===== src/rtl/window_cache.sv =====
// Sliding KSIZE x KSIZE pixel window fed one column per accept; emits a window
// once a row has KSIZE columns, then every STRIDE columns, with a one-deep output handshake.
module window_cache #(
    parameter int unsigned PRECISION = 8,
    parameter int unsigned KSIZE     = 3,
    parameter int unsigned STRIDE    = 1
) (
    input  logic                                clk,
    input  logic                                rst_n,
    input  logic                                module_en,
    input  logic                                over,
    input  logic                                row_switch_en,
    input  logic [PRECISION*KSIZE-1:0]          din,
    input  logic                                din_valid,
    output logic                                din_ready,
    output logic [PRECISION*KSIZE*KSIZE-1:0]    dout,
    output logic                                dout_valid,
    input  logic                                dout_ready
);

    localparam int unsigned FW = $clog2(KSIZE + 1);
    localparam int unsigned SW = (STRIDE > 1) ? $clog2(STRIDE) : 1;
    localparam int unsigned WW = PRECISION * KSIZE * KSIZE;
    localparam logic [FW-1:0] FILL_MAX    = FW'(KSIZE);
    localparam logic [SW-1:0] SKIP_RELOAD = SW'(STRIDE - 1);

    logic [WW-1:0] win_q, win_d, win_shift;
    logic [FW-1:0] fill_cnt_q, fill_cnt_d, fill_next;
    logic [SW-1:0] skip_cnt_q, skip_cnt_d;
    logic          valid_q, valid_d;
    logic          accept, full, emit;

    assign din_ready  = module_en & (~valid_q | dout_ready);
    assign accept     = din_valid & din_ready & ~over;
    assign dout       = win_q;
    assign dout_valid = valid_q;

    // A row switch restarts the row at one column, so it can never complete a window.
    assign fill_next = row_switch_en ? FW'(1)
                     : ((fill_cnt_q == FILL_MAX) ? FILL_MAX : fill_cnt_q + 1'b1);
    assign full      = (fill_next == FILL_MAX);
    assign emit      = full && (skip_cnt_q == '0);

    // Column c takes column c+1; the newest column (KSIZE-1) takes din lane by lane.
    always_comb begin
        win_shift = win_q;
        for (int r = 0; r < KSIZE; r++) begin
            for (int c = 0; c < KSIZE; c++) begin
                if (c < KSIZE - 1) begin
                    win_shift[(r*KSIZE + c)*PRECISION +: PRECISION] =
                        win_q[(r*KSIZE + c + 1)*PRECISION +: PRECISION];
                end else begin
                    win_shift[(r*KSIZE + c)*PRECISION +: PRECISION] =
                        din[r*PRECISION +: PRECISION];
                end
            end
        end
    end

    always_comb begin
        win_d      = win_q;
        fill_cnt_d = fill_cnt_q;
        skip_cnt_d = skip_cnt_q;
        valid_d    = valid_q;
        if (module_en) begin
            if (over) begin
                win_d      = '0;
                fill_cnt_d = '0;
                skip_cnt_d = '0;
                valid_d    = 1'b0;
            end else if (accept) begin
                win_d      = win_shift;
                fill_cnt_d = fill_next;
                valid_d    = emit;
                if (row_switch_en) begin
                    skip_cnt_d = '0;
                end else if (full) begin
                    skip_cnt_d = emit ? SKIP_RELOAD : skip_cnt_q - 1'b1;
                end
            end else if (dout_ready) begin
                valid_d = 1'b0;
            end
        end
    end

    always_ff @(posedge clk or negedge rst_n) begin
        if (!rst_n) begin
            win_q      <= '0;
            fill_cnt_q <= '0;
            skip_cnt_q <= '0;
            valid_q    <= 1'b0;
        end else begin
            win_q      <= win_d;
            fill_cnt_q <= fill_cnt_d;
            skip_cnt_q <= skip_cnt_d;
            valid_q    <= valid_d;
        end
    end

endmodule

===== config.mk =====
export PLATFORM = sky130hd
export DESIGN_NAME = window_cache
export DESIGN_NICKNAME = d
export VERILOG_FILES = /design/src/rtl/window_cache.sv
export SDC_FILE = /design/constraint.sdc
export NUM_CORES = 1
export LEC_CHECK = 0
export ABC_CLOCK_PERIOD_IN_PS = 2300
export CAP_MARGIN = 25
export CORE_MARGIN = 3
export CORE_UTILIZATION = 52
export CTS_CLUSTER_SIZE = 14
export DETAILED_ROUTE_END_ITERATION = 7
export PLACE_DENSITY = 0.92
export SLEW_MARGIN = 5
export SYNTH_ARGS = -nofsm -noshare
export SYNTH_HDL_FRONTEND = slang
export SYNTH_SLANG_ARGS = --single-unit

===== constraint.sdc =====
create_clock -name clk -period 2.3 [get_ports clk]
set_clock_uncertainty 0.1 [all_clocks]
set_input_delay 0.69 -clock clk [delete_from_list [all_inputs] [get_ports clk]]
set_output_delay 0.69 -clock clk [all_outputs]
set_load 0.01 [all_outputs]

======== Yosys cells after proc, flatten, opt, wreduce, memory -nomap -nowiden ========
Index checks and enable logic that the tools add are counted.
word-level totals
  bits in registers ....................... 76
  bits of input ports ..................... 31
  logic and storage cells ................. 36
operators by class
  $add $sub $neg .......................... 2
  equal/unequal tests ..................... 2
  mux-type cells .......................... 14
  bitwise operators ....................... 7
  reduce and logical (&&, ||, !) cells .... 7
operators by type and width
  operator                                     number
  two-way mux 72 bit                           2
  two-way mux 1 bit                            8
  two-way mux 2 bit                            4
  nonzero test 3 bit                           2
  equality test 2 bit, second input constant   2
  AND reduction 2 bit                          2
  AND 1 bit                                    3
  NOT 1 bit                                    3
  AND reduction 3 bit                          1
  adder 2 x 1 -> 2 bit, second input constant  1
  nonzero test 2 bit                           1
  logical AND 1 bit                            1
  OR 1 bit                                     1
  subtractor 1 bit, second input constant      1

======== Depth between registers and ports, before layout ========
Gate-level depths: netlist of run 1.
  word-level depth ........................ 10
  gate-level depth with buffers ........... 5

======== Worst setup path after synthesis of run 1 ========
OpenSTA, ideal clock, no wires.
  path kind ............................... input to output
  start ................................... input port module_en
  end ..................................... output port din_ready
  data arrival time ....................... 1.134 ns
  data required time ...................... 1.510 ns
  path slack .............................. 0.376 ns
  cell stages on the path ................. 2
  buffers on the path ..................... 1
  cells stage by stage .................... clkbuf_1 and2_1
on the way
  cells in the longest elaborated chain, start to end .. 1
ends and longest elaborated chain
  what             RTL line  text
  start, declared  10        input logic module_en,
  AND 1 bit        33        assign din_ready = module_en & (~valid_q | dout_ready);
  end, declared    15        output logic din_ready,
No other way between the ends.

======== Final worst setup path of run 1 ========
  start ................................... input port dout_ready
  end ..................................... output port din_ready
on the way
  cells in the longest elaborated chain, start to end .. 2
ends and longest elaborated chain
  what             RTL line  text
  start, declared  18        input logic dout_ready
  OR 1 bit         33
  AND 1 bit        33
No other way between the ends.

==> results of run 1 <==
-- metrics by stage --
stage | instances | setup TNS (ps) | hold WS, ps | power [µW] | cell area, µm²
2_1_floorplan | 341 | 0 | 294.4 | 1963 | 3862
3_3_place_gp | 525 | -9691 | 420.4 | 2372 | 4985
3_5_place_dp | 525 | -11010 | 420.6 | 2403 | 4985
4_1_cts | 541 | 0 | 254.1 | 3660 | 5229
5_1_grt | 541 | 0 | 272.6 | 3796 | 5229
6_report | 541 | 0 | 235.2 | 3642 | 5229
-- flip-flops by register name (all words and copies together) (netlist names) --
signal	count
fill_cnt_q	2
skip_cnt_q	1
dout	72
dout_valid	1
-- Yosys cell counts, drive strengths merged --
cell type / n
a21boi: 1
a21oi: 1
a221o: 72
a311o: 1
a31o: 1
a31oi: 1
a32o: 1
a41o: 1
and2: 1
and4b: 1
buf: 10
clkbuf: 21
dfrtp: 76
inv: 1
nand2: 1
nand2b: 1
nand4bb: 1
nor2: 2
nor2b: 144
o21ai: 1
o221ai: 1
or2: 1
-- per-layer routing --
layer	routed length (µm)	track usage (%)	vias up
li1	-	-	1442
met1	4546	34.70	1626
met2	4977	39.54	92
met3	458	3.938	9
met4	91	6.436	0
met5	0	0	-
-- logic make-up (layout without fill, tap and decap cells) --
logic type	Yosys count	count (layout)
AO/OA/AOI/OAI	81	81
buffers and inverters	32	136
flip-flops	76	76
AND/OR/NAND/NOR	152	152
-- final cells by class --
| class | count | area [µm²] | share of cell area, % |
|---|---|---|---|
| clock buffer | 12 | 155.1 | 2.967 |
| clock inverter | 4 | 95.09 | 1.819 |
| inverter | 1 | 3.754 | 0.07179 |
| multi-input combinational | 233 | 1755 | 33.57 |
| sequential | 76 | 1902 | 36.37 |
| tap | 96 | 120.1 | 2.297 |
| timing repair buffer | 119 | 1197 | 22.90 |
-- final timing paths --
kind	cells after the start	endpoint	from	slack (ps)
max	4	din_ready	dout_ready	160
min reg2reg	1	skip_cnt_q$_DFFE_PN0P_	skip_cnt_q$_DFFE_PN0P_	440
min	1	fill_cnt_q[1]$_DFFE_PN0P_	rst_n	240
min in group clk	1	skip_cnt_q$_DFFE_PN0P_	skip_cnt_q$_DFFE_PN0P_	440
max reg2reg	5	dout[42]$_DFFE_PN0P_	dout_valid$_DFFE_PN0P_	600
max in group asynchronous	2	dout[60]$_DFFE_PN0P_	rst_n	1290
-- power groups by stage --
| stage | clock (µW) | combinational, µW | sequential, µW |
|---|---|---|---|
| after floorplan | 0 | 323 | 1640 |
| after global placement | 0 | 765 | 1610 |
| after detailed placement | 0 | 789 | 1610 |
| after CTS | 1280 | 793 | 1590 |
| after global routing | 1340 | 843 | 1610 |
| final | 1260 | 784 | 1590 |
-- critical path: stages --
cell,delay (ps)
dlygate4sd2_1,240
nand2b_4,130
and2_1,150
buf_2,130
-- repair_timing --
item                                    CTS  global route
endpoints found under the setup margin    1             0
endpoints found under the hold margin     0             0
resized for setup                         5             0
==> metrics.yaml, run 1 <==
floorplanning:
  dieArea_um2: 8498
  rows: 30
  start_util_pct: 55.32
  die_width_um: 92.19
  top_level_ports: 105
  core-area_um2: 6982
  die_h_um: 92.19
run_status:
  outcome: "completed"
sta:
  max_slew_margin_pct: 61.57
  worst_pin_slew_ps: 576.4
  fin_ws_ps: 162.8
  fin_crit_ps: 2137
  rsz0062_at_grt: "no"
  max_freq_ghz: 0.4679
  fin_crit_sh_pct: 92.92
  setup-violations-final: 0
  final_max_slew_viol_count: 0
  hold_viol: 0
synth:
  synthMuxAreaShare_pct: 0
  ys.warnings.count: 0
  netlist.area_leader.share_pct: 49.24
  ys_top_cells_by_area: "dfrtp_1 (49%), nor2b_1 (23%), a221o_1 (19%), buf_8 (2.7%), clkbuf_1 (2.0%)"
  yosys.cell_types.count: 24
  synthesis.nets: 372
  syn_area_um2: 3862
  postSynthCellCount: 341
  synth_compound_area_share_pct: 20.51
  synth_fa_ha_area_share_pct: 0
  seq_area_frac_synth_pct: 49.24
  synth_seq_cells: 76
  synth.largest_area_cell: "dfrtp_1"
  synth.avg_cell_area_um2: 11.33
  yosys.area_share.simple_pct: 24.85
  synthXorXnorAreaFrac_pct: 0
  synth_top_family_by_area: "simple AND/OR/NAND/NOR gates"
min_path:
  hp-class: "input port to async pin"
placed_design:
  place_congestion: 0.7435
  place_hpwl_mm: 6.818
  pre_cts_slack_ps: -436.1
  io_buffer_count: 104
cells_and_area:
  drive_gt1_share_pct: 8.539
  mostFrequentLayoutCell: "nor2b_1"
  finalCoreUtilization_pct: 74.89
  syn_to_final_growth_pct: 35.37
  fin_nets: 471
  fillers: 480
  final_cell_mix: "nor2b_1 (144), clkdlybuf4s50_1 (99), dfrtp_1 (76), a221o_1 (72)"
  diodes: 0
clocking:
  cts_hold_buf: 0
  clock_sinks: 76
  clock_path_buffers: 2
  cts_buffers: 9
  post_cts_buffers: 0
  htreeDepth: 3
  cts_root_buffer: "clkbuf_8"
  clock_latency_ps: 350
  path_clk_slew_ps: 70
  cts_tree: "yes"
grt:
  grtUsageTotal_pct: 24.57
  grt_pass1_vias: 3238
  grt_start_max_net_pins: 45
  grt_remaining_overflow: 0
  grt_pass1_wl_mm: 16.76
  grt_antenna_before_repair: 0
pwr:
  power_frac_clock_pct: 34.7
  power_leakage_uw: 0.002246
  sw_frac_of_total_pct: 25.62
  worst_ir_drop_vdd_v: 0.0003451
  net-switching-power_uw: 933.2
  internal-power_uw: 2709
  combPwrFrac_pct: 21.5
  powerDensity_nw_per_um2: 696.6
  power_frac_seq_pct: 43.8
route:
  wire_per_inst_um: 18.62
  drt_wl_total_mm: 10.07
  viasPerCell: 5.858
  drtAntennaViolNets: 0
  via_count: 3169
  drtIter0Drc: 190
  post-route-drc-count: 0
  drtPass1Iterations: 4
job:
  drv_cap: 0
worst_setup_path:
  crit_required_ps: 1510
  crit_type: "input port to primary output"
  cp.arrival_ps: 1350
  start_kind: "input port"
  setup.worst_path.end_class: "primary output"
  worstPathMaxFanout: 2
Note: power is estimated with default switching activity, not from simulation.
==> run 2: changes to the inputs <==
--- a/config.mk
+++ b/config.mk
@@ -12,7 +12,6 @@
 export CTS_CLUSTER_SIZE = 14
 export DETAILED_ROUTE_END_ITERATION = 7
 export PLACE_DENSITY = 0.92
-export SLEW_MARGIN = 5
 export SYNTH_ARGS = -nofsm -noshare
 export SYNTH_HDL_FRONTEND = slang
 export SYNTH_SLANG_ARGS = --single-unit
==> constraint.sdc (replaced) <==
create_clock -name clk -period 2.3 [get_ports clk]
set_clock_uncertainty 0.1 [all_clocks]
set_input_delay 0.46 -clock clk [delete_from_list [all_inputs] [get_ports clk]]
set_output_delay 0.46 -clock clk [all_outputs]
set_load 0.01 [all_outputs]
==> metrics.yaml, run 2 (synthesized netlist as in run 1, its figures left out) <==
clocking:
  cts_tree: "yes"
  htreeDepth: 3  # unchanged
  cts_buffers: 9  # unchanged
  path_clk_slew_ps: 80  # about the same
  clock_latency_ps: 340  # about the same
  cts_root_buffer: "clkbuf_8"
  clock_sinks: 76  # unchanged
  clock_path_buffers: 2  # unchanged
grt:
  grt_remaining_overflow: 0  # unchanged
  grt_pass1_vias: 3117  # -3.7%
  grt_antenna_before_repair: 1  # +1
  grt_start_max_net_pins: 78  # +73%
  grtUsageTotal_pct: 24.27  # -0.30 points
  grt_pass1_wl_mm: 16.44  # -1.9%
pwr:
  power_leakage_uw: 0.002192  # -2.4%
  worst_ir_drop_vdd_v: 0.0003394  # -1.7%
  powerDensity_nw_per_um2: 656.0  # -5.8%
sta:
  fin_hold_ws_ps: 452.5  # +217.3 ps
  worst_pin_slew_ps: 708.4  # +132.0 ps
  rsz0062_at_grt: "no"
  fin_crit_ps: 1937  # -200.7 ps
  final.setup.tns_ps: 0  # unchanged
  max_slew_margin_pct: 52.77  # -8.8 points
  hold_viol: 0  # unchanged
  fin_crit_sh_pct: 84.20  # -8.7 points
  fin_ws_ps: 363.4  # +200.7 ps
  final_max_slew_viol_count: 0  # unchanged
  max_freq_ghz: 0.5164  # +10%
  setup-violations-final: 0  # unchanged
placed_design:
  place_congestion: 0.7870  # +5.9%
  place_hpwl_mm: 6.377  # -6.5%
  pre_cts_slack_ps: 10.82  # +447.0 ps
  dp_cells: 519  # -1.1%
  io_buffer_count: 104  # unchanged
cells_and_area:
  drive_gt1_share_pct: 7.045  # -1.5 points
  fin_nets: 466  # -1.1%
  diodes: 0  # unchanged
  syn_to_final_growth_pct: 33.53
  final_cell_mix: "nor2b_1 (144), clkdlybuf4s50_1 (100), dfrtp_1 (76), a221o_1 (72), clkbuf_8 (9)"
  final_cells: 536  # -0.92%
  mostFrequentLayoutCell: "nor2b_1"
  finalCoreUtilization_pct: 73.87  # -1.0 points
  largest_reg_flops: 72  # unchanged
  fillers: 506  # +5.4%
worst_setup_path:
  cpMaxStageDelayCell: "clkdlybuf4s50_1"
  crit_type: "input port to flop"
  start_kind: "input port"
  path_buf_inv: 3  # +1
  cpPeakStageDelay_ps: 440  # +200 ps
  setup.worst_path.end_class: "flop"
  crit_required_ps: 2430  # +920 ps
  worstPathMaxFanout: 36  # +34
  cp.arrival_ps: 2060  # +710 ps
  crit_chain: "clkdlybuf4s50_1 -> nand2b_4 -> buf_4 -> and4b_2 -> buf_12 -> a221o_1"
  crit_family: "buffers and inverters"
floorplanning:
  top_level_ports: 105  # unchanged
  rows: 30  # unchanged
  die_h_um: 92.19  # unchanged
  dieArea_um2: 8498  # unchanged
  start_util_pct: 55.32  # unchanged
  core-area_um2: 6982  # unchanged
  die_width_um: 92.19  # unchanged
route:
  wire_per_inst_um: 18.42  # -1.1%
  viasPerCell: 5.901  # +0.74%
  drtAntennaViolNets: 0  # unchanged
  post-route-drc-count: 0  # unchanged
  drt_wl_total_mm: 9.872  # -2.0%
  via_count: 3163  # -0.19%
  drtIter0Drc: 185  # -2.6%
  drtPass1Iterations: 4  # unchanged
min_path:
  hp-class: "input port to flop"
job:
  drv_cap: 0  # unchanged
run_status:
  outcome: "completed"
[run 2: changes by cell type in the layout (fill, tap and decap cells not counted), sizes merged]
cell	change
clkinvlp	+4
dlygate4sd3	+1
clkdlybuf4s50	+1
bufinv	-2
buf	-7
clkbuf	-2
dlymetal6s2s	+1
dlygate4sd2	-1
[run 2: worst paths after layout]
path,from,endpoint,slack (ps),depth (start not counted)
worst max register to register,dout_valid$_DFFE_PN0P_,dout[7]$_DFFE_PN0P_,590,5
worst min register to register,skip_cnt_q$_DFFE_PN0P_,skip_cnt_q$_DFFE_PN0P_,460,1
max in group asynchronous,rst_n,dout[64]$_DFFE_PN0P_,1040,3
min in group asynchronous,rst_n,dout[23]$_DFFE_PN0P_,490,2
worst max-delay path,dout_ready,dout[7]$_DFFE_PN0P_,360,6
worst min-delay path,module_en,fill_cnt_q[0]$_DFFE_PN0P_,450,3
[run 2: where the power goes]
group | switching [µW] | internal [µW]
Combinational | 315 | 463
Sequential | 134 | 1460
Clock | 508 | 499
Total | 957 | 2430
[run 2: stage by stage]
| stage | instance area (µm²) | power (µW) |
|---|---|---|
| floorplan | 3862 | 1963 |
| global placement | 4952 | 2366 |
| detailed placement | 4952 | 2398 |
| CTS | 5155 | 3400 |
| global route | 5157 | 3540 |
| finish | 5157 | 3383 |
[run 2: cell type report]
cell class	instances	area, µm²	share of cell area (%)
Multi-Input combinational cell	233	1755	34.04
Sequential cell	76	1902	36.88
Timing Repair Buffer	114	1184	22.95
Clock inverter	6	65.06	1.262
Inverter	1	3.754	0.07278
Clock buffer	10	127.6	2.475
Tap cell	96	120.1	2.329
[run 2: repair_timing]
item | CTS | global route
gates resized for setup | 0 | 1
buffers inserted | 0 | 0
endpoints found under the hold margin | 31 | 0
setup endpoints to repair | 0 | 1
hold buffers | 1 | 0
[run 2: worst min-delay path, stage by stage]
cell	delay, ps
buf_2	140
buf_4	180
a21oi_1	70
[run 2: routing by layer]
layer  vias up  share of wire (%)  GRT usage, %  wire [µm]
met1      1623                 46         34.68       4543
li1       1429                  -             -          -
met5         -              0.091             0          9
met3        16                5.0         6.071        491
met4         2                1.5         6.312        153
met2        93                 47         37.10       4675
==> RTL change 1 (config.mk and constraints of run 2) <==
Change the parameter `PRECISION` from 8 to 16.
--- a/src/rtl/window_cache.sv
+++ b/src/rtl/window_cache.sv
@@ -1,7 +1,7 @@
 // Sliding KSIZE x KSIZE pixel window fed one column per accept; emits a window
 // once a row has KSIZE columns, then every STRIDE columns, with a one-deep output handshake.
 module window_cache #(
-    parameter int unsigned PRECISION = 8,
+    parameter int unsigned PRECISION = 16,
     parameter int unsigned KSIZE     = 3,
     parameter int unsigned STRIDE    = 1
 ) (
Ports: changed (resized din and dout); port bits go from 105 to 201. The function was not compared with the original's and may differ.
==> RTL change 1 against run 2 <==
Setup slack got worse by 0.33 ns. Area after synthesis rose by 91%. Largest power group unchanged. Final cell count rose by 90%. Die area rose by 84%. Combinational power rose by 95%. Highest routed layer is now met4. First-iteration DRC count rose to 4.0 times the old value. Power rose by 120%. Count of clock-buffer cells in the layout rose by 13. Cell area rose by 96%. Largest cell class unchanged. Sequential cell count rose by 72. Global-route usage rose by 1.6 points. Wire length rose by 110%.
==> RTL change 1: results (changes against run 2) <==
status finished clean; post-route cell area 0.0101 mm^2 (+96%); GPL Wtd Cong 0.767 (-2.6%); vias per inst 6.10 (+3.4%); # resized after CTS 0 (unchanged); antenna violations before repair 0 (-1); Netlist cell types 24 (unchanged); Leak 4.30 nW (+96%); n_diodes 0 (unchanged); Filler Cell Count 884 (+75%); slowest stage delay, CP 0.54 ns (+0.10 ns); All-Layer GR Usage 0.259 (+0.0162); PortBufs 200 (+92%); DP Area 0.00949 mm^2 (+92%); clock-pin transition on the worst setup and hold timing paths 0.06 ns (-0.02 ns); layout cell share with drive strength beyond 1 0.0592 (-0.0112); Synth async-reset ratio 1.00 (unchanged); Gate power share 0.205 (-0.025); Post-synth top cells 288 x nor2b_1, 148 x dfrtp_1, 144 x a221o_1; dpl hpwl 12800 um (+100%); vias in the first global route 6219 (+100%); CTS buffer count 17 (+8); Synth area leaders dfrtp_1 50%, nor2b_1 24%, a221o_1 20%, clkbuf_1 2.6%, buf_6 1.1%; WL final 20500 um (+110%); Largest register FFs 144 (+100%); Clk. pwr 2.77 mW (+170%); Synth Area in Compound Gates 0.205 (about the same); Switching Share 0.264 (-0.0186); sequential element share of the synthesized area 0.502 (+0.00922); htree depth 4 (+1); Max VDD drop 0.000452 V (+33%); Cells after Synth 664 (+95%); Final nets 886 (+90%); Critical Path AT 1.70 ns (-0.36 ns); HP Class reg -> reg; CTS root buffer clkbuf_16; placed cells 987 (+90%); worst-path maximum fanout 2 (-94%); Starting DRT DRC Count 743 (+300%); global-route wire length before repair 33300 um (+100%); Clock Latency Late Sink 0.42 ns (+0.08 ns); relative slew slack 0.632 (+0.104); final cell count without fillers 1020 (+90%); Placement Setup Slack 0.0118 ns (+0.000934 ns)
RTL change 1: cell types whose count changed in the layout (fill, tap and decap cells not counted), moves of 2 or more:
cell	change
clkinvlp_4	-3
clkbuf_8	-5
clkdlybuf4s50_1	+97
buf_2	-2
dfrtp_1	+72
a221o_1	+72
buf_4	+4
nor2b_1	+144
clkbuf_16	+17
clkinv_2	+4
RTL change 1: path summary, 6_finish.rpt:
kind,from,slack (ns),cells past startpoint,endpoint
max,dout_ready,0.04,4,din_ready
max reg2reg,dout_valid$_DFFE_PN0P_,0.60,5,dout[38]$_DFFE_PN0P_
max in group asynchronous,rst_n,0.97,3,dout[23]$_DFFE_PN0P_
min,dout_valid$_DFFE_PN0P_,0.44,1,dout_valid$_DFFE_PN0P_
min reg2reg,dout_valid$_DFFE_PN0P_,0.44,1,dout_valid$_DFFE_PN0P_
min in group asynchronous,rst_n,0.48,2,dout[48]$_DFFE_PN0P_
RTL change 1: cell type report:
class | count | area (um^2) | area share
Multi-Input combinational cell | 449 | 3380 | 0.335
Timing Repair Buffer | 214 | 2190 | 0.217
Inverter | 1 | 3.75 | 0.000372
Clock buffer | 23 | 488 | 0.0484
Clock inverter | 9 | 101 | 0.0100
Tap cell | 176 | 220 | 0.0218
Sequential cell | 148 | 3700 | 0.367
RTL change 1: cells by family after synthesis:
kind of cell / after synthesis
buffers and inverters: 67
DFF: 148
AOI/OAI and AO/OA: 153
and+or+nand+nor: 296
RTL change 1: per-layer routing:
metal | wire, um | GRT usage
met3 | 1300 | 0.0588
met5 | 0 | 0
met2 | 10100 | 0.418
met4 | 327 | 0.0835
met1 | 8720 | 0.350
RTL change 1: worst register-to-register path: stages (launching register included):
cell	delay (ns)
dfrtp_1	0.37
nand2b_1	0.08
buf_4	0.16
and4b_4	0.24
buf_12	0.21
a221o_1	0.43
==> RTL change 2 (settings of run 2) <==
Without the edit above. Reset style: synchronous (`rst_n`), changed in one clocked block.
--- a/src/rtl/window_cache.sv
+++ b/src/rtl/window_cache.sv
@@ -83,7 +83,7 @@
         end
     end
 
-    always_ff @(posedge clk or negedge rst_n) begin
+    always_ff @(posedge clk) begin
         if (!rst_n) begin
             win_q      <= '0;
             fill_cnt_q <= '0;
Function: differs if rst_n is asserted again (counterexample within 4 cycles, from zero or initial values and one cycle with rst_n low); with rst_n held inactive, the same outputs for 10 cycles.
==> RTL change 2 against run 2 <==
Wire length down 34%. Sequential cell count unchanged. Cell area fell by 25%. Sequential power down 16%. Area after synthesis is 31% lower. Global-route usage down 1.6 points. Power decreased by 30%. Setup slack better by 0.031 ns. Core utilization increased by 6.9 points. Non-clock buffer count fell by 1. Largest power group unchanged.
==> RTL change 2: results (changes against run 2) <==
GR Util met2 0.405 (+0.0340); flip-flop and latch power 1.34 mW (-16%); vias per inst 5.35 (-9.4%); Leak 1.33 nW (-39%); met3 usage 0.0673 (+0.00658); Netlist cell types 23 (-4.2%); fraction of area in multi-input gates 0.251 (-0.0891); multi-input gates 189 (-19%); Final nets 420 (-9.9%); GPL Wtd Cong 0.854 (+8.5%); met3 wire length 360 um (-27%); Synth async-reset ratio 0 (-1.00); flop2flop setup slack 0.69 ns (+0.10 ns); clk tree area frac 0.0386 (+0.00125); Starting DRT DRC Count 170 (-8.1%); met1 usage 0.247 (-0.0993); Gate power share 0.092 (-0.138); Max VDD drop 0.000523 V (+54%); Post-synth top cells 98 x nand2_1, 76 x dfxtp_1, 69 x o22ai_1; dpl hpwl 4580 um (-28%); sequential element share of the synthesized area 0.573 (+0.0807); antenna violations before repair 0 (-1); Hold Slack 0.369 ns (-0.0836 ns); final cell count without fillers 460 (-14%); Cells after Synth 291 (-15%); register area 0.00152 mm^2 (-20%); global-route wire length before repair 11000 um (-33%); f_max 525 MHz (+1.7%); largest net degree at the start of global routing 49 (-37%); WL met2 3370 um (-28%); status finished clean; worst r2r src dout_valid$_SDFFE_PN0P_; Hold Path Depth 2 (-1); hold_sp dout[6]$_SDFFE_PN0P_; HP Class reg -> reg; Placement Setup Slack 0.0362 ns (+0.0254 ns); syn_nets 322 (-13%); clock buffer count 12 (+2)
[RTL change 2: changes by cell type after synthesis, sizes merged, moves of 2 or more]
cell / change
a221o: -72
buf: +4
clkbuf: -9
dfrtp: -76
dfxtp: +76
nand2: +98
nor2b: -143
o21ai: +2
o22ai: +72
[RTL change 2: what timing repair did]
action / 4_1_cts / 5_1_grt
endpoints found under the hold margin: 0 / 0
gates resized for setup: 0 / 1
hold buffers: 0 / 0
setup endpoints to repair: 0 / 1
setup buffers: 0 / 0
[RTL change 2: kinds of logic after synthesis]
| group | synth area share |
|---|---|
| flops | 0.573 |
| compound gates | 0.193 |
| buf+inv | 0.0622 |
| simple gates | 0.172 |
[RTL change 2: how the worst max path moves through the flow]
stage / startpoint / to / cells past startpoint
6_report: dout_ready / din_ready / 4
5_1_grt: dout_ready / din_ready / 4
4_1_cts: dout_ready / din_ready / 4
3_5_place_dp: dout_ready / din_ready / 4
3_3_place_gp: dout_ready / din_ready / 4
2_1_floorplan: rst_n / dout_valid$_SDFFE_PN0P_ / 3
